===== src/rtl/pb_conditioner_if.sv =====
// Push-button conditioner signal bundle.
// Raw buttons in, count pulses and debug LEDs out.
interface pb_conditioner_if;
  logic       pbl;
  logic       pbr;
  logic       cntdwn;
  logic       cntup;
  logic [3:0] status;

  modport master (
    output pbl,
    output pbr,
    input  cntdwn,
    input  cntup,
    input  status
  );

  modport slave (
    input  pbl,
    input  pbr,
    output cntdwn,
    output cntup,
    output status
  );
endinterface


===== src/rtl/pb_conditioner.sv =====
// Two-button synchronizer/debouncer with rising-edge count pulses.
// Optional auto-repeat while held: define PB_AUTOREPEAT_EN.
module pb_conditioner #(
  parameter int unsigned DEBOUNCE_CYCLES = 16,
  parameter int unsigned REPEAT_CYCLES   = 50000
) (
  input logic            clk,
  input logic            rst,
  pb_conditioner_if.slave pb
);

  localparam logic [15:0] DEB_LAST =
    16'(DEBOUNCE_CYCLES - 1);

  if (DEBOUNCE_CYCLES < 2 || DEBOUNCE_CYCLES > 65535 ||
      REPEAT_CYCLES < 2 || REPEAT_CYCLES > 65535)
  begin : g_bad_param
    $error("pb_conditioner: parameter out of range");
  end

  logic [1:0] raw;
  logic [1:0] deb_v;
  logic [1:0] pulse_v;

  assign raw = {pb.pbr, pb.pbl};

  for (genvar i = 0; i < 2; i++) begin : g_ch
    logic        s1;
    logic        s2;
    logic        deb;
    logic        pulse;
    logic [15:0] cnt;
    logic        accept;
    logic        rpt_fire;

    assign accept = (s2 != deb) && (cnt == DEB_LAST);

    always_ff @(posedge clk or negedge rst) begin
      if (!rst) begin
        s1    <= 1'b0;
        s2    <= 1'b0;
        deb   <= 1'b0;
        cnt   <= '0;
        pulse <= 1'b0;
      end else begin
        s1    <= raw[i];
        s2    <= s1;
        pulse <= (accept & s2) | rpt_fire;
        if (s2 == deb) begin
          cnt <= '0;
        end else if (accept) begin
          cnt <= '0;
          deb <= s2;
        end else begin
          cnt <= cnt + 16'd1;
        end
      end
    end

`ifdef PB_AUTOREPEAT_EN
    localparam logic [15:0] RPT_LAST =
      16'(REPEAT_CYCLES - 1);

    logic [15:0] rcnt;

    // a release being accepted wins over a due repeat
    assign rpt_fire = deb && !accept &&
                      (rcnt == RPT_LAST);

    always_ff @(posedge clk or negedge rst) begin
      if (!rst) begin
        rcnt <= '0;
      end else if (!deb) begin
        rcnt <= '0;
      end else if (rcnt == RPT_LAST) begin
        rcnt <= '0;
      end else begin
        rcnt <= rcnt + 16'd1;
      end
    end
`else
    assign rpt_fire = 1'b0;
`endif

    assign deb_v[i]   = deb;
    assign pulse_v[i] = pulse;
  end

  assign pb.cntdwn = pulse_v[0];
  assign pb.cntup  = pulse_v[1];
  assign pb.status = {2'b11, ~deb_v[1], ~deb_v[0]};

endmodule


===== src/flat_wrapper.sv =====
// flat-port wrapper written by rule: the top's interface ports become plain ports
module pb_conditioner_flat 
#(
  parameter int unsigned DEBOUNCE_CYCLES = 16,
  parameter int unsigned REPEAT_CYCLES   = 50000
)
  (clk, rst, pb_pbl, pb_pbr, pb_cntdwn, pb_cntup, pb_status);
  pb_conditioner_if pb_i ();
  input logic clk;
  input logic rst;
  input wire logic [$bits(pb_i.pbl)-1:0] pb_pbl;
  input wire logic [$bits(pb_i.pbr)-1:0] pb_pbr;
  output wire logic [$bits(pb_i.cntdwn)-1:0] pb_cntdwn;
  output wire logic [$bits(pb_i.cntup)-1:0] pb_cntup;
  output wire logic [$bits(pb_i.status)-1:0] pb_status;
  assign pb_i.pbl = pb_pbl;
  assign pb_i.pbr = pb_pbr;
  assign pb_cntdwn = pb_i.cntdwn;
  assign pb_cntup = pb_i.cntup;
  assign pb_status = pb_i.status;
  pb_conditioner #(.DEBOUNCE_CYCLES(DEBOUNCE_CYCLES), .REPEAT_CYCLES(REPEAT_CYCLES)) u_core (.clk(clk), .rst(rst), .pb(pb_i));
endmodule

===== config.mk =====
export PLATFORM = sky130hd
export DESIGN_NAME = pb_conditioner_flat
export DESIGN_NICKNAME = d
export VERILOG_FILES = /design/src/rtl/pb_conditioner_if.sv /design/src/rtl/pb_conditioner.sv /design/src/flat_wrapper.sv
export SDC_FILE = /design/constraint.sdc
export NUM_CORES = 1
export LEC_CHECK = 0
export BUFFER_PORTS_ARGS = -buffer_cell sky130_fd_sc_hd__buf_2
export CAP_MARGIN = 0
export CORE_AREA = 2 2 68 70
export DETAILED_ROUTE_END_ITERATION = 8
export DIE_AREA = 0 0 70 72
export PLACE_DENSITY = 0.67
export SYNTH_ARGS = -nofsm -noshare
export SYNTH_HDL_FRONTEND = slang
export SYNTH_SLANG_ARGS = --single-unit
export TNS_END_PERCENT = 20

===== constraint.sdc =====
create_clock -name clk -period 3.8 [get_ports clk]
set_input_delay 0.76 -clock clk [delete_from_list [all_inputs] [get_ports clk]]
set_output_delay 0.76 -clock clk [all_outputs]
set_load 0.01 [all_outputs]

==> metrics.md, run 1 <==
| Metric | Value |
|---|---|
| RD Place Congestion | 0.800 |
| Initial antenna violation count | 0 |
| Wirelength per Cell | 12.9 um |
| Area growth from synthesis to layout | 8.53% |
| Compound-cell area share of the yosys netlist | 0 |
| Max Fclk | 579 MHz |
| Largest net degree at the start of global routing | 41 |
| DIE WIDTH | 70 um |
| P_sw | 0.000175 W |
| Rows | 24 |
| Clock Tree Buf Depth | 2 |
| Share of layout cells above drive strength 1 | 0.139 |
| Routed Wire Length | 3090 um |
| Tot GR Track Use | 0.147 |
| Arrival time of the worst setup path | 1880 ps |
| Yosys warning count | 0 |
| Worst vdd ir | 0.185 mV |
| Worst Hold Depth | 0 |
| P_int | 0.000568 W |
| First-pass GRT wire length | 5800 um |
| Finish-stage setup viols | 0 |
| HPWL Detailed | 2100 um |
| Critical path launch point type | flop |
| Sequential fraction of the synthesis area | 0.529 |
| Clk_lat worst skew | 300 ps |
| Number of global-route vias before repair | 1280 |
| Slew headroom | 0.422 |
| Slew Viols, Final | 0 |
| Die Footprint | 5040 um^2 |
| Remaining antenna violation count | 0 |
| Cell Area, Synth | 1890 um^2 |
| H-tree levels | 2 |
| Most common cell after layout, fill and taps aside | dfrtp_1 |
| Simple-Gate Fraction of Synth Area | 0.278 |
| Setup CP Type | reg -> reg |
| CP endpoint kind | flop |
| Initial Utilization | 0.444 |
| Diode count | 0 |
| Cell variety after synth | 20 |
| Clock share of power | 0.374 |
| Setup WS pre-CTS | 2090 ps |
| Min-Delay Endpoint | u_core.g_ch[1].s2$_DFF_PN0_ |
| Hold buffers post-CTS | 0 |
| Hold WC Path Type | reg -> reg |
| Post_cts resized | 0 |
| R2R depth | 4 |
| Crit Path Max Fanout | 15 |
| Nets | 192 |
| Data required, critical path | 3950 ps |
| Combinational share of power | 0.034 |
| Part of the power in registers | 0.592 |
| R2R setup slack | 2070 ps |
| Setup Buffers After CTS | 0 |
| Min-Delay Startpoint | u_core.g_ch[1].s1$_DFF_PN0_ |
| Cells along the critical path | nor4_1, nand4_1, nand2_1, nor2_1 |
| Avg Inst Size Synth | 10.8 um^2 |
| Max Cap Viol | 0 |
| Critical Path Source | u_core.g_ch[0].cnt[11]$_DFF_PN0_ |
| Most frequent cells in the layout | dfrtp_1, nor2_1, xnor2_1 |
| Period minus WS final | 1730 ps |
| Pwr/cell area | 362 nW/um^2 |
| Mux cell area share after synthesis | 0.0119 |
| Tcrit/Tclk final | 0.455 |
| Pre-Repair DR Iteration Count | 4 |
| Hold Fails Final Rpt | 0 |
| FF+latch count, synth | 40 |
| Port Buffers | 7 |
| Slowest CP cell | nand2_1 |
| Leakage | 0.859 nW |
| CTS sink count | 40 |
| Vias per cell | 5.27 |
| CTS tree | yes |
| Post-synthesis xor/xnor area fraction | 0.139 |
| Post-Syn Instances | 175 |
| Die Y | 72 um |
| Skew final | 16.4 ps |
| Final worst-path setup slack | 2070 ps |
| Post-synthesis adder-cell area fraction | 0.0132 |
| Via count | 1259 |
| Switch share | 0.236 |
| Cts bufs inserted | 5 |
| Placeable Area | 4260 um^2 |
| Fin Setup TNS | 0 ps |
| CTS Root Cell | clkbuf_8 |
| First DRT Iteration DRCs | 72 |
| Reg clk slew, reported paths | 90 ps |
| # DRC | 0 |
| Reg-to-reg critical path endpoint | u_core.g_ch[0].cnt[10]$_DFF_PN0_ |
| Fill cell count | 402 |
| Top Ports | 10 |
| Critical R2R Launch | u_core.g_ch[0].cnt[11]$_DFF_PN0_ |
| Worst Max-Slew Pin Slew | 867 ps |
| Status | completed |
| Gr ovfl total | 0 |
| RSZ-0062 raised after global routing | no |
| CP max stage delay | 460 ps |
| Core Util, Final | 0.482 |
| Combinational family with the most area after synthesis | simple AND/OR/NAND/NOR gates |
[logic make-up after synthesis]
logic type                 Yosys count
DFF                                 40
muxes                                2
xor gates and xnor gates            30
other                                1
buffers and inverters               10
and+or+nand+nor                     90
adders and majority gates            2
[flip-flops by register name, summed over array words and instances (netlist names)]
register	cells
u_core.pb.cntup	1
u_core.g_ch.cnt	32
u_core.pb.cntdwn	1
u_core.g_ch.deb	2
u_core.g_ch.s1	2
u_core.g_ch.s2	2
[layout make-up]
type | count | area [um^2] | share of cell area
inverters | 6 | 22.5 | 0.0110
clock inverters | 3 | 18.8 | 0.00914
flip-flops and latches | 40 | 1000 | 0.487
clock buffers | 5 | 68.8 | 0.0335
well taps | 52 | 65.1 | 0.0317
repair buffers | 7 | 35.0 | 0.0171
multi-input cells | 126 | 843 | 0.410
[routing by layer]
metal	GRT usage	vias up	part of all wire
li1	-	618	-
met5	0	-	0
met4	0.0705	0	0.020
met1	0.198	616	0.48
met3	0.0444	9	0.031
met2	0.219	16	0.47
[stage by stage]
stage	total power [W]	cells	hold WS, ps	cell area (um^2)
3_3_place_gp	0.000474	231	333	1970
2_1_floorplan	0.000462	176	331	1900
4_1_cts	0.000752	239	355	2050
6_report	0.000743	239	352	2050
5_1_grt	0.000777	239	369	2050
3_5_place_dp	0.000474	231	337	1970
[worst max path at each step]
stage,to,slack [ps],depth (start not counted)
global route,u_core.g_ch[0].cnt[10]$_DFF_PN0_,1830,4
CTS,u_core.g_ch[0].cnt[10]$_DFF_PN0_,2070,5
floorplan,u_core.g_ch[0].cnt[10]$_DFF_PN0_,2390,6
global placement,u_core.g_ch[0].cnt[12]$_DFF_PN0_,2140,4
detailed placement,u_core.g_ch[0].cnt[6]$_DFF_PN0_,2090,5
finish,u_core.g_ch[0].cnt[10]$_DFF_PN0_,2070,4
[worst max-delay path: cells and delay by family, from the launching register on]
family | cells | cell delay (ps)
flops | 1 | 430
simple gates | 4 | 1140
[cells in the mapped netlist]
| library cell | instances | area share |
|---|---|---|
| dfrtp_1 | 40 | 0.53 |
| nor2_1 | 34 | 0.067 |
| xnor2_1 | 23 | 0.11 |
| nand4_1 | 9 | 0.030 |
| nand2_1 | 8 | 0.016 |
| nor4_2 | 8 | 0.053 |
| nand3_1 | 7 | 0.019 |
| nor3_1 | 7 | 0.019 |
| xor2_1 | 7 | 0.032 |
| inv_1 | 6 | 0.012 |
| nor4_1 | 6 | 0.020 |
| and3_1 | 5 | 0.017 |
| buf_4 | 4 | 0.016 |
| ha_1 | 2 | 0.013 |
| mux2_1 | 2 | 0.012 |
| nand4_4 | 2 | 0.022 |
| nor3b_1 | 2 | 0.0079 |
| and4_1 | 1 | 0.0046 |
| conb_1 | 1 | 0.0020 |
| nand2_2 | 1 | 0.0033 |
[power groups by stage]
stage / Clock [W] / Combinational (W) / Sequential (W)
2_1_floorplan: 0 / 0.0000161 / 0.000446
3_3_place_gp: 0 / 0.0000260 / 0.000447
3_5_place_dp: 0 / 0.0000266 / 0.000448
4_1_cts: 0.000287 / 0.0000265 / 0.000439
5_1_grt: 0.000306 / 0.0000312 / 0.000441
6_report: 0.000278 / 0.0000254 / 0.000439
Power figures use the tool's default switching activity.
==> inputs of run 2 (changes only) <==
Clock period 3.8 ns to 1.7 ns, I/O delays scaled along.
==> run 2 against run 1 <==
Effect of this change:
- sequential power rose by 120%
- clock skew fell by 9.2 ps
- combinational power rose by 140%
- utilization rose by 1.4 points
- non-clock buffer count rose by 6
- clock power rose by 140%
- largest power group unchanged
- highest routed layer unchanged
==> metrics.md, run 2 (synthesis gave the netlist of run 1 again) <==
| Metric | Value |
|---|---|
| Combinational share of power | 0.036 |
| Port Buffers | 7 |
| Part of the power in registers | 0.575 |
| Nets | 198 |
| First DRT Iteration DRCs | 138 |
| Post_cts resized | 0 |
| Skew final | 7.20 ps |
| R2R setup slack | 120 ps |
| Worst vdd ir | 0.581 mV |
| Initial antenna violation count | 0 |
| RD Place Congestion | 0.828 |
| Dpl cells | 237 |
| Most common cell after layout, fill and taps aside | dfrtp_1 |
| Tcrit/Tclk final | 0.928 |
| Period minus WS final | 1580 ps |
| Hold WC Path Type | in -> async |
| Multi-input logic area | 848 um^2 |
| First-pass GRT wire length | 5840 um |
| Clk_lat worst skew | 290 ps |
| P_int | 0.00131 W |
| Non-filler instance count after layout | 245 |
| Share of layout cells above drive strength 1 | 0.166 |
| Rows | 24 |
| Crit Path Max Fanout | 5 |
| Wirelength per Cell | 13.4 um |
| Most frequent cells in the layout | dfrtp_1, nor2_1, xnor2_1 |
| Slew headroom | 0.664 |
| Status | completed |
| Die Footprint | 5040 um^2 |
| Final worst-path setup slack | 122 ps |
| Diode count | 0 |
| Worst setup path endpoint | u_core.g_ch[1].deb$_DFFE_PN0P_ |
| P_sw | 0.000394 W |
| Placeable Area | 4260 um^2 |
| Clock Tree Buf Depth | 2 |
| CP endpoint kind | flop |
| Setup CP Type | reg -> reg |
| CTS tree | yes |
| Reg area | 1000 um^2 |
| Pwr/cell area | 808 nW/um^2 |
| Most flops, register | u_core.g_ch.cnt |
| Slew Viols, Final | 0 |
| Gr ovfl total | 0 |
| Worst Max-Slew Pin Slew | 504 ps |
| RSZ-0062 raised after global routing | no |
| Reg-to-reg critical path endpoint | u_core.g_ch[1].deb$_DFFE_PN0P_ |
| Area growth from synthesis to layout | 11.7% |
| Finish-stage setup viols | 0 |
| CTS sink count | 40 |
| Top Ports | 10 |
| Fill cell count | 378 |
| Max Cap Viol | 0 |
| Setup Buffers After CTS | 0 |
| Switch share | 0.231 |
| Critical path launch point type | flop |
| Fin Setup TNS | 0 ps |
| Via count | 1269 |
| Initial Utilization | 0.444 |
| Number of flip-flops in the largest register | 32 |
| Vias per cell | 5.18 |
| HPWL Detailed | 2190 um |
| Reg clk slew, reported paths | 80 ps |
| Pre-Repair DR Iteration Count | 4 |
| Critical Path Source | u_core.g_ch[1].cnt[0]$_DFF_PN0_ |
| DIE WIDTH | 70 um |
| Max Fclk | 634 MHz |
| Clock share of power | 0.389 |
| Slowest CP cell | mux2_1 |
| Routed Wire Length | 3280 um |
| # DRC | 0 |
| Leakage | 0.886 nW |
| Die Y | 72 um |
| Critical R2R Launch | u_core.g_ch[1].cnt[0]$_DFF_PN0_ |
| Remaining antenna violation count | 0 |
| CP max stage delay | 380 ps |
| Hold buffers post-CTS | 0 |
| Setup WS pre-CTS | 101 ps |
| H-tree levels | 2 |
| Data required, critical path | 1880 ps |
| Number of global-route vias before repair | 1257 |
| Cts bufs inserted | 5 |
| R2R depth | 4 |
| Tot GR Track Use | 0.145 |
| Largest net degree at the start of global routing | 41 |
| Cells along the critical path | ha_1, and3_1, nand4_1, mux2_1 |
| Hold Fails Final Rpt | 0 |
| Arrival time of the worst setup path | 1760 ps |
| CTS Root Cell | clkbuf_8 |
==> run 2: changes by cell type in the layout (fill, tap and decap cells not counted), sizes merged <==
cell,previous run,this run
clkinvlp,0,2
clkbuf,5,6
clkinv,3,0
buf,7,13
==> run 2: worst min-delay path by stage <==
stage / start / cells after the start / slack [ps] / to
after floorplan: rst / 0 / 40 / u_core.g_ch[0].cnt[0]$_DFF_PN0_
after global placement: u_core.g_ch[1].s1$_DFF_PN0_ / 0 / 330 / u_core.g_ch[1].s2$_DFF_PN0_
after detailed placement: u_core.g_ch[1].s1$_DFF_PN0_ / 0 / 340 / u_core.g_ch[1].s2$_DFF_PN0_
after CTS: rst / 2 / 110 / u_core.g_ch[0].cnt[9]$_DFF_PN0_
after global routing: pb_pbr / 1 / 120 / u_core.g_ch[1].s1$_DFF_PN0_
final: rst / 2 / 90 / u_core.g_ch[0].cnt[9]$_DFF_PN0_
==> run 2: cell type report <==
cell class	count	share of cell area
inverters	6	0.0107
well taps	52	0.0308
clock inverters	2	0.00710
multi-input cells	126	0.401
repair buffers	13	0.0379
flip-flops and latches	40	0.473
clock buffers	6	0.0391
==> run 2: power groups by stage <==
stage	clock network (W)	logic (W)	registers, W
global route	0.000730	0.0000729	0.000984
global placement	0	0.0000627	0.00100
CTS	0.000686	0.0000638	0.000982
finish	0.000665	0.0000618	0.000982
detailed placement	0	0.0000637	0.00100
floorplan	0	0.0000360	0.000997
==> run 2: worst max-delay path: cells and delay by family, from the launching register on <==
kind                       cells  cell delay, ps
muxes                          1             380
adders and majority gates      1             260
DFF                            1             370
and+or+nand+nor                2             450
==> run 2: metrics by stage <==
stage / power, W / utilization / hold slack [ps] / instance area, um^2
global placement: 0.00106 / 0.472 / 332 / 2010
finish: 0.00171 / 0.496 / 93.9 / 2110
global route: 0.00179 / 0.496 / 125 / 2110
detailed placement: 0.00106 / 0.472 / 343 / 2010
CTS: 0.00173 / 0.495 / 111 / 2110
floorplan: 0.00103 / - / 44.4 / 1900
==> run 2: layer usage <==
layer	GRT usage	part of all wire	up-vias
met3	0.0458	0.030	4
li1	-	-	635
met2	0.229	0.45	18
met1	0.200	0.52	612
met5	0	0	-
met4	0.0342	0.0043	0
